$ cat config.mk
export PLATFORM = sky130hd
export DESIGN_NAME = pipe_stall_ctrl_flat
export DESIGN_NICKNAME = d
export VERILOG_FILES = /design/src/rtl/pipe_ctrl_pkg.sv /design/src/rtl/pipe_stall_ctrl_if.sv /design/src/rtl/pipe_hazard_cmp.sv /design/src/rtl/pipe_stall_ctrl.sv /design/src/flat_wrapper.sv
export SDC_FILE = /design/constraint.sdc
export NUM_CORES = 1
export LEC_CHECK = 0
export CAP_MARGIN = 20
export CORE_MARGIN = 4
export CORE_UTILIZATION = 47
export CTS_BUF_LIST = sky130_fd_sc_hd__clkbuf_16
export DETAILED_ROUTE_END_ITERATION = 7
export HOLD_SLACK_MARGIN = 0.15
export PLACE_DENSITY = 0.94
export SLEW_MARGIN = 20
export SYNTH_ARGS = -nofsm -noshare
export SYNTH_HDL_FRONTEND = slang
export SYNTH_SLANG_ARGS = --single-unit
$ cat constraint.sdc
create_clock -name clk -period 3.95 [get_ports clk]
set_clock_uncertainty 0.1 [all_clocks]
set_input_delay 0.5925 -clock clk [delete_from_list [all_inputs] [get_ports clk]]
set_output_delay 0.5925 -clock clk [all_outputs]
set_load 0.02 [all_outputs]
$ cat src/rtl/pipe_ctrl_pkg.sv
// rtl/pipe_ctrl_pkg.sv - shared types and constants for the pipeline stall controller
// Purpose : FSM state type, stage indices into the enable vector, and the
//           enable patterns used by the controller.
// Ports   : none (package)
package pipe_ctrl_pkg;

  typedef enum logic [1:0] {
    RUN     = 2'd0,
    MEMWAIT = 2'd1,
    ERROR   = 2'd2
  } fsm_t;

  // Bit positions of each register enable inside the enable vector.
  localparam int NUM_EN     = 5;
  localparam int STG_PC     = 0;
  localparam int STG_IF_ID  = 1;
  localparam int STG_ID_EX  = 2;
  localparam int STG_EX_MEM = 3;
  localparam int STG_MEM_WB = 4;

  localparam logic [NUM_EN-1:0] EN_ALL    = 5'b11111;
  // Load-use bubble: PC and IF/ID hold, ID/EX onward keep moving.
  localparam logic [NUM_EN-1:0] EN_BUBBLE = 5'b11100;

endpackage

$ cat src/rtl/pipe_stall_ctrl_if.sv
// rtl/pipe_stall_ctrl_if.sv - hazard inputs and register-control outputs of the stall controller
// Purpose : bundles the datapath-facing signals of pipe_stall_ctrl.
// Ports   : master = datapath side (drives hazard info, receives enables/flushes/status)
//           slave  = controller side (receives hazard info, drives enables/flushes/status)
interface pipe_stall_ctrl_if #(
  parameter int REG_ADDR_W = 5,
  parameter int CNT_W      = 16
);
  logic [REG_ADDR_W-1:0] id_rs1;
  logic [REG_ADDR_W-1:0] id_rs2;
  logic                  ex_mem_read;
  logic [REG_ADDR_W-1:0] ex_rd;
  logic                  ex_branch_tkn;
  logic                  mem_req;
  logic                  mem_ack;
  logic                  en_pc;
  logic                  en_if_id;
  logic                  en_id_ex;
  logic                  en_ex_mem;
  logic                  en_mem_wb;
  logic                  flush_if_id;
  logic                  flush_id_ex;
  logic                  mem_timeout;
  logic [CNT_W-1:0]      stall_cnt;
  logic [CNT_W-1:0]      flush_cnt;

  modport master (
    output id_rs1, id_rs2, ex_mem_read, ex_rd, ex_branch_tkn, mem_req, mem_ack,
    input  en_pc, en_if_id, en_id_ex, en_ex_mem, en_mem_wb,
    input  flush_if_id, flush_id_ex, mem_timeout, stall_cnt, flush_cnt
  );

  modport slave (
    input  id_rs1, id_rs2, ex_mem_read, ex_rd, ex_branch_tkn, mem_req, mem_ack,
    output en_pc, en_if_id, en_id_ex, en_ex_mem, en_mem_wb,
    output flush_if_id, flush_id_ex, mem_timeout, stall_cnt, flush_cnt
  );
endinterface

$ cat src/rtl/pipe_hazard_cmp.sv
// rtl/pipe_hazard_cmp.sv - combinational load-use hazard detector
// Purpose : flags a load in EX whose destination is read by the instruction in ID.
// Ports   : id_rs1, id_rs2 (in)  source registers in ID
//           ex_mem_read (in)     EX instruction is a load
//           ex_rd (in)           EX destination register
//           lu (out)             load-use hazard
module pipe_hazard_cmp #(
  parameter int REG_ADDR_W = 5
) (
  input  logic [REG_ADDR_W-1:0] id_rs1,
  input  logic [REG_ADDR_W-1:0] id_rs2,
  input  logic                  ex_mem_read,
  input  logic [REG_ADDR_W-1:0] ex_rd,
  output logic                  lu
);
  // x0 is hard-wired zero, so a load targeting it never creates a dependency.
  assign lu = ex_mem_read && (ex_rd != '0) && ((ex_rd == id_rs1) || (ex_rd == id_rs2));
endmodule

$ cat src/rtl/pipe_stall_ctrl.sv
// rtl/pipe_stall_ctrl.sv - pipeline register enable/flush controller
// Purpose : inserts load-use bubbles, flushes on taken branches, freezes the
//           pipe during data-memory waits and traps a memory timeout.
//           Optional perf counters are built when STALL_PERF_EN is defined.
// Ports   : clk (in)     rising-edge clock
//           arst_n (in)  asynchronous reset, active low
//           bus (slave)  hazard inputs, register enables/flushes, timeout flag,
//                        stall_cnt / flush_cnt
module pipe_stall_ctrl
  import pipe_ctrl_pkg::*;
#(
  parameter int REG_ADDR_W  = 5,
  parameter int TIMEOUT_CYC = 64,
  parameter int CNT_W       = 16
) (
  input  logic              clk,
  input  logic              arst_n,
  pipe_stall_ctrl_if.slave  bus
);

  localparam bit               TIMEOUT_ON  = (TIMEOUT_CYC != 0);
  localparam logic [CNT_W-1:0] TIMEOUT_LIM = CNT_W'(TIMEOUT_CYC);

  fsm_t              state_q, state_d;
  logic              run_q;
  logic [CNT_W-1:0]  wait_cnt_q, wait_cnt_d;
  logic              timeout_q, timeout_d;
  logic              lu, mf;
  logic [NUM_EN-1:0] issue_en, en_vec;
  logic              issue_fl_if_id, issue_fl_id_ex;
  logic              fl_if_id, fl_id_ex;
  logic              advance;

  pipe_hazard_cmp #(.REG_ADDR_W(REG_ADDR_W)) u_hazard_cmp (
    .id_rs1      (bus.id_rs1),
    .id_rs2      (bus.id_rs2),
    .ex_mem_read (bus.ex_mem_read),
    .ex_rd       (bus.ex_rd),
    .lu          (lu)
  );

  assign mf = bus.mem_req && !bus.mem_ack;

  // Controls for a cycle in which the pipe is allowed to move; a taken
  // branch squashes the load-use victim, so it wins over the bubble.
  always_comb begin
    issue_en       = EN_ALL;
    issue_fl_if_id = 1'b0;
    issue_fl_id_ex = 1'b0;
    if (bus.ex_branch_tkn) begin
      issue_fl_if_id = 1'b1;
      issue_fl_id_ex = 1'b1;
    end else if (lu) begin
      issue_en       = EN_BUBBLE;
      issue_fl_id_ex = 1'b1;
    end
  end

  always_comb begin
    state_d    = state_q;
    wait_cnt_d = wait_cnt_q;
    timeout_d  = timeout_q;
    advance    = 1'b0;
    if (run_q) begin
      case (state_q)
        RUN: begin
          if (mf) begin
            state_d    = MEMWAIT;
            wait_cnt_d = CNT_W'(1);
          end else begin
            advance = 1'b1;
          end
        end
        MEMWAIT: begin
          if (bus.mem_ack) begin
            state_d    = RUN;
            wait_cnt_d = '0;
            advance    = 1'b1;
          end else if (TIMEOUT_ON && (wait_cnt_q == TIMEOUT_LIM)) begin
            state_d   = ERROR;
            timeout_d = 1'b1;
          end else begin
            wait_cnt_d = wait_cnt_q + CNT_W'(1);
          end
        end
        default: ;  // ERROR holds until reset
      endcase
    end
  end

  always_comb begin
    en_vec   = '0;
    fl_if_id = 1'b0;
    fl_id_ex = 1'b0;
    if (advance) begin
      en_vec   = issue_en;
      fl_if_id = issue_fl_if_id;
      fl_id_ex = issue_fl_id_ex;
    end
  end

  always_ff @(posedge clk or negedge arst_n) begin
    if (!arst_n) begin
      state_q    <= RUN;
      run_q      <= 1'b0;
      wait_cnt_q <= '0;
      timeout_q  <= 1'b0;
    end else begin
      run_q      <= 1'b1;
      state_q    <= state_d;
      wait_cnt_q <= wait_cnt_d;
      timeout_q  <= timeout_d;
    end
  end

  assign bus.en_pc       = en_vec[STG_PC];
  assign bus.en_if_id    = en_vec[STG_IF_ID];
  assign bus.en_id_ex    = en_vec[STG_ID_EX];
  assign bus.en_ex_mem   = en_vec[STG_EX_MEM];
  assign bus.en_mem_wb   = en_vec[STG_MEM_WB];
  assign bus.flush_if_id = fl_if_id;
  assign bus.flush_id_ex = fl_id_ex;
  assign bus.mem_timeout = timeout_q;

`ifdef STALL_PERF_EN
  logic [CNT_W-1:0] stall_q, flush_q;

  always_ff @(posedge clk or negedge arst_n) begin
    if (!arst_n) begin
      stall_q <= '0;
      flush_q <= '0;
    end else begin
      if (run_q && !en_vec[STG_PC] && (stall_q != '1)) stall_q <= stall_q + CNT_W'(1);
      if (fl_if_id && (flush_q != '1))                 flush_q <= flush_q + CNT_W'(1);
    end
  end

  assign bus.stall_cnt = stall_q;
  assign bus.flush_cnt = flush_q;
`else
  assign bus.stall_cnt = '0;
  assign bus.flush_cnt = '0;
`endif

endmodule

$ cat src/flat_wrapper.sv
// flat-port wrapper written by rule: the top's interface ports become plain ports
module pipe_stall_ctrl_flat import pipe_ctrl_pkg::*;
#(
  parameter int REG_ADDR_W  = 5,
  parameter int TIMEOUT_CYC = 64,
  parameter int CNT_W       = 16
)
  (clk, arst_n, bus_id_rs1, bus_id_rs2, bus_ex_mem_read, bus_ex_rd, bus_ex_branch_tkn, bus_mem_req, bus_mem_ack, bus_en_pc, bus_en_if_id, bus_en_id_ex, bus_en_ex_mem, bus_en_mem_wb, bus_flush_if_id, bus_flush_id_ex, bus_mem_timeout, bus_stall_cnt, bus_flush_cnt);
  pipe_stall_ctrl_if #(.REG_ADDR_W(REG_ADDR_W), .CNT_W(CNT_W)) bus_i ();
  input  logic clk;
  input  logic arst_n;
  input wire logic [$bits(bus_i.id_rs1)-1:0] bus_id_rs1;
  input wire logic [$bits(bus_i.id_rs2)-1:0] bus_id_rs2;
  input wire logic [$bits(bus_i.ex_mem_read)-1:0] bus_ex_mem_read;
  input wire logic [$bits(bus_i.ex_rd)-1:0] bus_ex_rd;
  input wire logic [$bits(bus_i.ex_branch_tkn)-1:0] bus_ex_branch_tkn;
  input wire logic [$bits(bus_i.mem_req)-1:0] bus_mem_req;
  input wire logic [$bits(bus_i.mem_ack)-1:0] bus_mem_ack;
  output wire logic [$bits(bus_i.en_pc)-1:0] bus_en_pc;
  output wire logic [$bits(bus_i.en_if_id)-1:0] bus_en_if_id;
  output wire logic [$bits(bus_i.en_id_ex)-1:0] bus_en_id_ex;
  output wire logic [$bits(bus_i.en_ex_mem)-1:0] bus_en_ex_mem;
  output wire logic [$bits(bus_i.en_mem_wb)-1:0] bus_en_mem_wb;
  output wire logic [$bits(bus_i.flush_if_id)-1:0] bus_flush_if_id;
  output wire logic [$bits(bus_i.flush_id_ex)-1:0] bus_flush_id_ex;
  output wire logic [$bits(bus_i.mem_timeout)-1:0] bus_mem_timeout;
  output wire logic [$bits(bus_i.stall_cnt)-1:0] bus_stall_cnt;
  output wire logic [$bits(bus_i.flush_cnt)-1:0] bus_flush_cnt;
  assign bus_i.id_rs1 = bus_id_rs1;
  assign bus_i.id_rs2 = bus_id_rs2;
  assign bus_i.ex_mem_read = bus_ex_mem_read;
  assign bus_i.ex_rd = bus_ex_rd;
  assign bus_i.ex_branch_tkn = bus_ex_branch_tkn;
  assign bus_i.mem_req = bus_mem_req;
  assign bus_i.mem_ack = bus_mem_ack;
  assign bus_en_pc = bus_i.en_pc;
  assign bus_en_if_id = bus_i.en_if_id;
  assign bus_en_id_ex = bus_i.en_id_ex;
  assign bus_en_ex_mem = bus_i.en_ex_mem;
  assign bus_en_mem_wb = bus_i.en_mem_wb;
  assign bus_flush_if_id = bus_i.flush_if_id;
  assign bus_flush_id_ex = bus_i.flush_id_ex;
  assign bus_mem_timeout = bus_i.mem_timeout;
  assign bus_stall_cnt = bus_i.stall_cnt;
  assign bus_flush_cnt = bus_i.flush_cnt;
  pipe_stall_ctrl #(.REG_ADDR_W(REG_ADDR_W), .TIMEOUT_CYC(TIMEOUT_CYC), .CNT_W(CNT_W)) u_core (.clk(clk), .arst_n(arst_n), .bus(bus_i));
endmodule
=== After elaboration in Yosys (flattened, before gate mapping) ===
Cells that the tools add are included.

* Flip-flop bits (word level): 20
* Bits of input ports: 21
* Output and inout port bits: 40

* Add/sub/neg operators: 1
* Equality and inequality tests: 7
* Multiplexer cells: 20
* Bitwise gates (word level): 1
* Reductions and logical operators: 11

{| class="wikitable"
|+ Operators with widths
! operator !! number
|-
| $mux W16 || 3
|-
| $pmux W16 S2 || 1
|-
| $add A16 B1 Y16 const B || 1
|-
| $eq A16 B7 Y1 const B || 1
|-
| $reduce_and A4 Y1 || 3
|-
| $eq A5 B5 Y1 || 2
|-
| $mux W2 || 5
|-
| $mux W1 || 8
|-
| $mux W5 || 1
|-
| $reduce_bool A5 Y1 || 1
|-
| $pmux W2 S2 || 1
|-
| $logic_and A1 B1 Y1 || 3
|-
| $ne A3 B2 Y1 const B || 1
|-
| $ne A3 B3 Y1 const B || 1
|-
| $eq A2 B1 Y1 const B || 1
|-
| $logic_not A2 Y1 || 1
|-
| $ne A2 B1 Y1 const B || 1
|-
| $pmux W1 S2 || 1
|-
| $reduce_bool A2 Y1 || 1
|-
| $logic_not A1 Y1 || 1
|-
| $logic_or A1 B1 Y1 || 1
|-
| $not A1 Y1 || 1
|}

=== Depth between registers and ports, before layout ===
* Word-level depth: 6
* Gate-level depth with buffers: 6
* Mapped depth without buffers: 6

=== Cells and area by module ===
Synthesis repeated with hierarchy kept, for this count alone.

* Cells, all modules: 186
* Area, all modules: 1634.1 µm²

{| class="wikitable"
|+ Modules (own cells, without submodules)
! module !! times used !! cells each !! area each (µm²) !! sequential area each (µm²)
|-
| pipe_stall_ctrl || 1 || 169 || 1508.9 || 500.5
|-
| pipe_hazard_cmp || 1 || 17 || 125.1 || 0.0
|}

=== Least setup slack after synthesis ===
OpenSTA, ideal clock, no wires.

* Path type: in2out
* Start point: input port bus_ex_rd[0]
* End point: output port bus_en_pc
* Data arrival time: 1.961 ns
* Slack: 1.296 ns
* Stages on the path: 4
* Cell sequence: or4_1 > o21a_1 > a31oi_1 > buf_4

* Cells in the longest elaborated chain, start to end: 6

{| class="wikitable"
|+ Ends and longest elaborated chain
! item !! line !! text
|-
| from (decl) || flat_wrapper.sv:15 || <nowiki>input wire logic [$bits(bus_i.ex_rd)-1:0] bus_ex_rd;</nowiki>
|-
| $eq A5 B5 Y1 or $reduce_bool A5 Y1 (tied branches) || pipe_hazard_cmp.sv:17 || <nowiki>assign lu = ex_mem_read && (ex_rd != '0) && ((ex_rd == id_rs1) || (ex_rd == id_rs2));</nowiki>
|-
| $logic_or A1 B1 Y1 or $logic_and A1 B1 Y1 (tied branches) || pipe_hazard_cmp.sv:17 ||
|-
| $logic_and A1 B1 Y1 (*) || pipe_hazard_cmp.sv:17 ||
|-
| $mux W2 (*) || pipe_stall_ctrl.sv:53 || <nowiki>end else if (lu) begin</nowiki>
|-
| $mux W2 (*) || pipe_stall_ctrl.sv:50 || <nowiki>if (bus.ex_branch_tkn) begin</nowiki>
|-
| $mux W5 (*) || pipe_stall_ctrl.sv:95 || <nowiki>if (advance) begin</nowiki>
|-
| to (decl) || flat_wrapper.sv:19 || <nowiki>output wire logic [$bits(bus_i.en_pc)-1:0] bus_en_pc;</nowiki>
|}

Every way passes the cells marked *; elsewhere a longest branch is shown, timed or not.

=== Worst setup path after layout ===
* Start point: input port bus_ex_rd[0]
* End point: output port bus_en_if_id

* Cells in the longest elaborated chain, start to end: 6

{| class="wikitable"
|+ Ends and longest elaborated chain
! item !! line !! text
|-
| $eq A5 B5 Y1 or $reduce_bool A5 Y1 (tied branches) || pipe_hazard_cmp.sv:17 ||
|-
| $logic_or A1 B1 Y1 or $logic_and A1 B1 Y1 (tied branches) || pipe_hazard_cmp.sv:17 ||
|-
| $logic_and A1 B1 Y1 (*) || pipe_hazard_cmp.sv:17 ||
|-
| $mux W2 (*) || pipe_stall_ctrl.sv:53 ||
|-
| $mux W2 (*) || pipe_stall_ctrl.sv:50 ||
|-
| $mux W5 (*) || pipe_stall_ctrl.sv:95 ||
|-
| to (decl) || flat_wrapper.sv:20 || <nowiki>output wire logic [$bits(bus_i.en_if_id)-1:0] bus_en_if_id;</nowiki>
|}

Marked as above.

==> results by group <==
Power and ir drop
  – Total power: 0.750 mW
  – LEAKAGE: 0.787 nW
  – Cell area power density: 408 nW/µm²
  – VDD IR max: 231 µV

STA
  – Fin crit share: 0.855
  – Headroom to the max-slew limit: 0.412
  – Setup TNS: 0 ps
  – Setup violators final: 0
  – Unrepaired setup endpoints after global routing: no
  – Maximum operating frequency: 0.296 GHz
  – Slew Viols, Final: 0
  – Final Hold Fails: 0
  – Slew @ Worst Pin: 879 ps
  – Tmin final: 3380 ps

Synthesis
  – Post-synthesis mux area share: 0.0253
  – Async SR Flop Fraction: 1.00
  – Yosys reg bits: 20
  – Area leader, netlist: dfrtp_1
  – Avg Inst Size Synth: 8.78 µm²
  – Synth Area in XOR/XNOR: 0.0610
  – Post-synth EDFFs: 0
  – Largest family of logic cells by synthesized area: simple AND/OR/NAND/NOR gates
  – Most frequent cells after synthesis: buf_4, dfrtp_1, nand2_1
  – Post-Syn Instances: 180
  – Synth Area in Adders: 0.0158
  – Top_reg_cell synth: dfrtp_1
  – Netlist cell types: 47
  – Synth Cell Area: 1580 µm²
  – Top-area cell type share of the netlist area: 0.317
  – Top-count cell post-synth: buf_4
  – Post-synthesis simple-gate area fraction: 0.210
  – Compound-Gate Fraction of Synth Area: 0.176
  – Register area share after synthesis: 0.317
  – Synth top area cells: dfrtp_1, buf_4, xnor2_1
  – Ys Warns: 0

Placed design
  – DP HPWL: 2.68 mm
  – Placed cell area: 1760 µm²
  – GPL Wtd Cong: 0.799
  – Port bufs: 28

Global route
  – GRT Residual Overflow: 0
  – Vias in the first global route: 1,181
  – Global Route Usage Sum: 0.155
  – Largest net degree at the start of global routing: 21
  – First-pass GRT wire length: 5.26 mm
  – Antenna violations before repair: 0

Clocking
  – Post-cts resize count: 0
  – Cts hold-fix bufs: 0
  – CTS root buf: clkbuf_16
  – Worst-path clk slew: 50 ps
  – CTS sink cnt: 20
  – Clk buf depth: 2
  – Num CTS Buffers: 3
  – CTS tree: built
  – Worst-Skew Late Latency: 250 ps
  – Post-CTS setup buffers: 0
  – H-tree depth: 1

Critical path
  – Crit path buf inv count: 2
  – Family with the most delay on the worst path: buffers and inverters
  – Slowest CP cell: clkdlybuf4s50_1
  – CP Cell Sequence: clkdlybuf4s50_1 > or4_1 > o21a_1 > a31oi_1 > clkdlybuf4s50_1
  – Worst stage delay on the critical path: 640 ps
  – R2r worst-path depth: 4
  – Crit path top cell by count: clkdlybuf4s50_1
  – Element type at the critical path start: primary input
  – Number of cells on the critical path: 5
  – Worst EP arrival: 2690 ps
  – Worst EP required: 3260 ps
  – R2R Setup Slk: 1950 ps
  – Crit Path Class: primary input to output port
  – Crit. End Element: output port
  – Largest fanout on the critical path: 3

Worst hold path
  – Hold Crit Depth: 1
  – Worst hold path type: register to register

Outcome
  – Run status: finished, final reports clean

Drt
  – First drt pass iteration count: 4
  – Drt initial violations: 67
  – Final ANT Viol Nets: 0
  – Routed len/inst: 13.3 µm
  – Residual DRC: 0
  – Via density: 5.20
  – Drt total wl: 3.31 mm
  – Total vias in the final route: 1,296

Cells and area
  – Area grow syn2layout: 16.2%
  – Antenna cells: 0
  – Final Cell Area: 1840 µm²
  – Nets: 230
  – Layout cells sized above 1: 0.0390

Floorplanning
  – I/O pin cnt: 61
  – Die H: 66.0 µm
  – Initial Util: 0.505
  – Row count: 20
  – Die area: 4350 µm²
  – Die width: 66.0 µm
  – Core Area: 3130 µm²

Job
  – MaxCap Viol Count: 0
## power by group
part	switching [mW]	internal, mW	leakage, nW
clock network	0.0700	0.133	0.0370
logic	0.149	0.115	0.480
registers	0.0487	0.233	0.270
total	0.268	0.482	0.787
## worst register-to-register path: cells and delay by family, from the launching register on
family,cells,cell delay (ps)
compound gates,1,230
flops,1,430
simple gates,3,1140
## placed cells by master, fill, tap and decap left out, types with 2 or more instances in the layout
| master | synthesis | routed |
|---|---|---|
| clkbuf_16 | 0 | 3 |
| o211ai_1 | 2 | 2 |
| a21o_1 | 2 | 2 |
| clkdlybuf4s50_1 | 0 | 28 |
| o31ai_1 | 2 | 2 |
| conb_1 | 2 | 33 |
| inv_1 | 8 | 8 |
| or3_1 | 2 | 2 |
| nand2_1 | 12 | 12 |
| mux2i_1 | 4 | 4 |
| nor3b_1 | 2 | 2 |
| nor2_1 | 9 | 9 |
| nor4_1 | 4 | 4 |
| a21oi_1 | 6 | 6 |
| a31oi_1 | 3 | 3 |
| dfrtp_1 | 20 | 20 |
| nand2b_1 | 5 | 5 |
| o21a_1 | 2 | 2 |
| nor4b_1 | 2 | 2 |
| and3_1 | 2 | 2 |
| ha_1 | 2 | 2 |
| nand4_1 | 2 | 2 |
| and2_1 | 2 | 2 |
| or4_1 | 3 | 3 |
| xnor2_1 | 11 | 11 |
| nand3_1 | 6 | 6 |
| o21ai_0 | 9 | 9 |
## path summary, 6_finish.rpt
path	end	from
setup / recovery	bus_en_if_id	bus_ex_rd[0]
hold / removal	u_core.bus.mem_timeout	u_core.bus.mem_timeout
setup reg to reg	u_core.wait_cnt_q[2]	u_core.wait_cnt_q[10]
hold reg to reg	u_core.bus.mem_timeout	u_core.bus.mem_timeout
max in group asynchronous	u_core.wait_cnt_q[13]	arst_n
min in group asynchronous	u_core.wait_cnt_q[1]	arst_n
## state kept, by name, indices dropped and copies added, names as in the netlist
signal                  count
u_core.wait_cnt_q          16
u_core.state_q              2
u_core.bus.mem_timeout      1
u_core.run_q                1
## per-stage QoR
stage	setup slack, ps	hold slack, ps	instances	utilization
6_report	571	365	249	0.587
5_1_grt	458	398	249	0.587
2_1_floorplan	1300	197	211	-
3_3_place_gp	596	348	246	0.563
3_5_place_dp	547	352	246	0.563
4_1_cts	547	364	249	0.587
## kinds of logic (layout without fill, tap and decap cells)
kind of cell / count (synthesis) / after routing
flip-flops: 20 / 20
AO/OA/AOI/OAI: 38 / 38
multiplexers: 4 / 4
buffers and inverters: 45 / 39
other: 2 / 33
AND/OR/NAND/NOR: 58 / 58
adder cells (fa/ha/maj): 2 / 2
XOR/XNOR: 11 / 11
## cell type report
type,count,area (µm²)
flip-flops and latches,20,500
well taps,44,55.1
clock buffers,3,75.1
fillers,276,1290
repair buffers,28,280
inverters,8,30.0
multi-input cells,146,895
## layer usage
layer | track usage | up-vias | routed length, µm | part of all wire
li1 | - | 626 | - | -
met3 | 0.0561 | 2 | 416 | 0.13
met1 | 0.170 | 602 | 1250 | 0.38
met5 | 0 | - | 0 | 0
met4 | 0.0381 | 0 | 11 | 0.0033
met2 | 0.280 | 66 | 1630 | 0.49
Power figures use the tool's default switching activity.
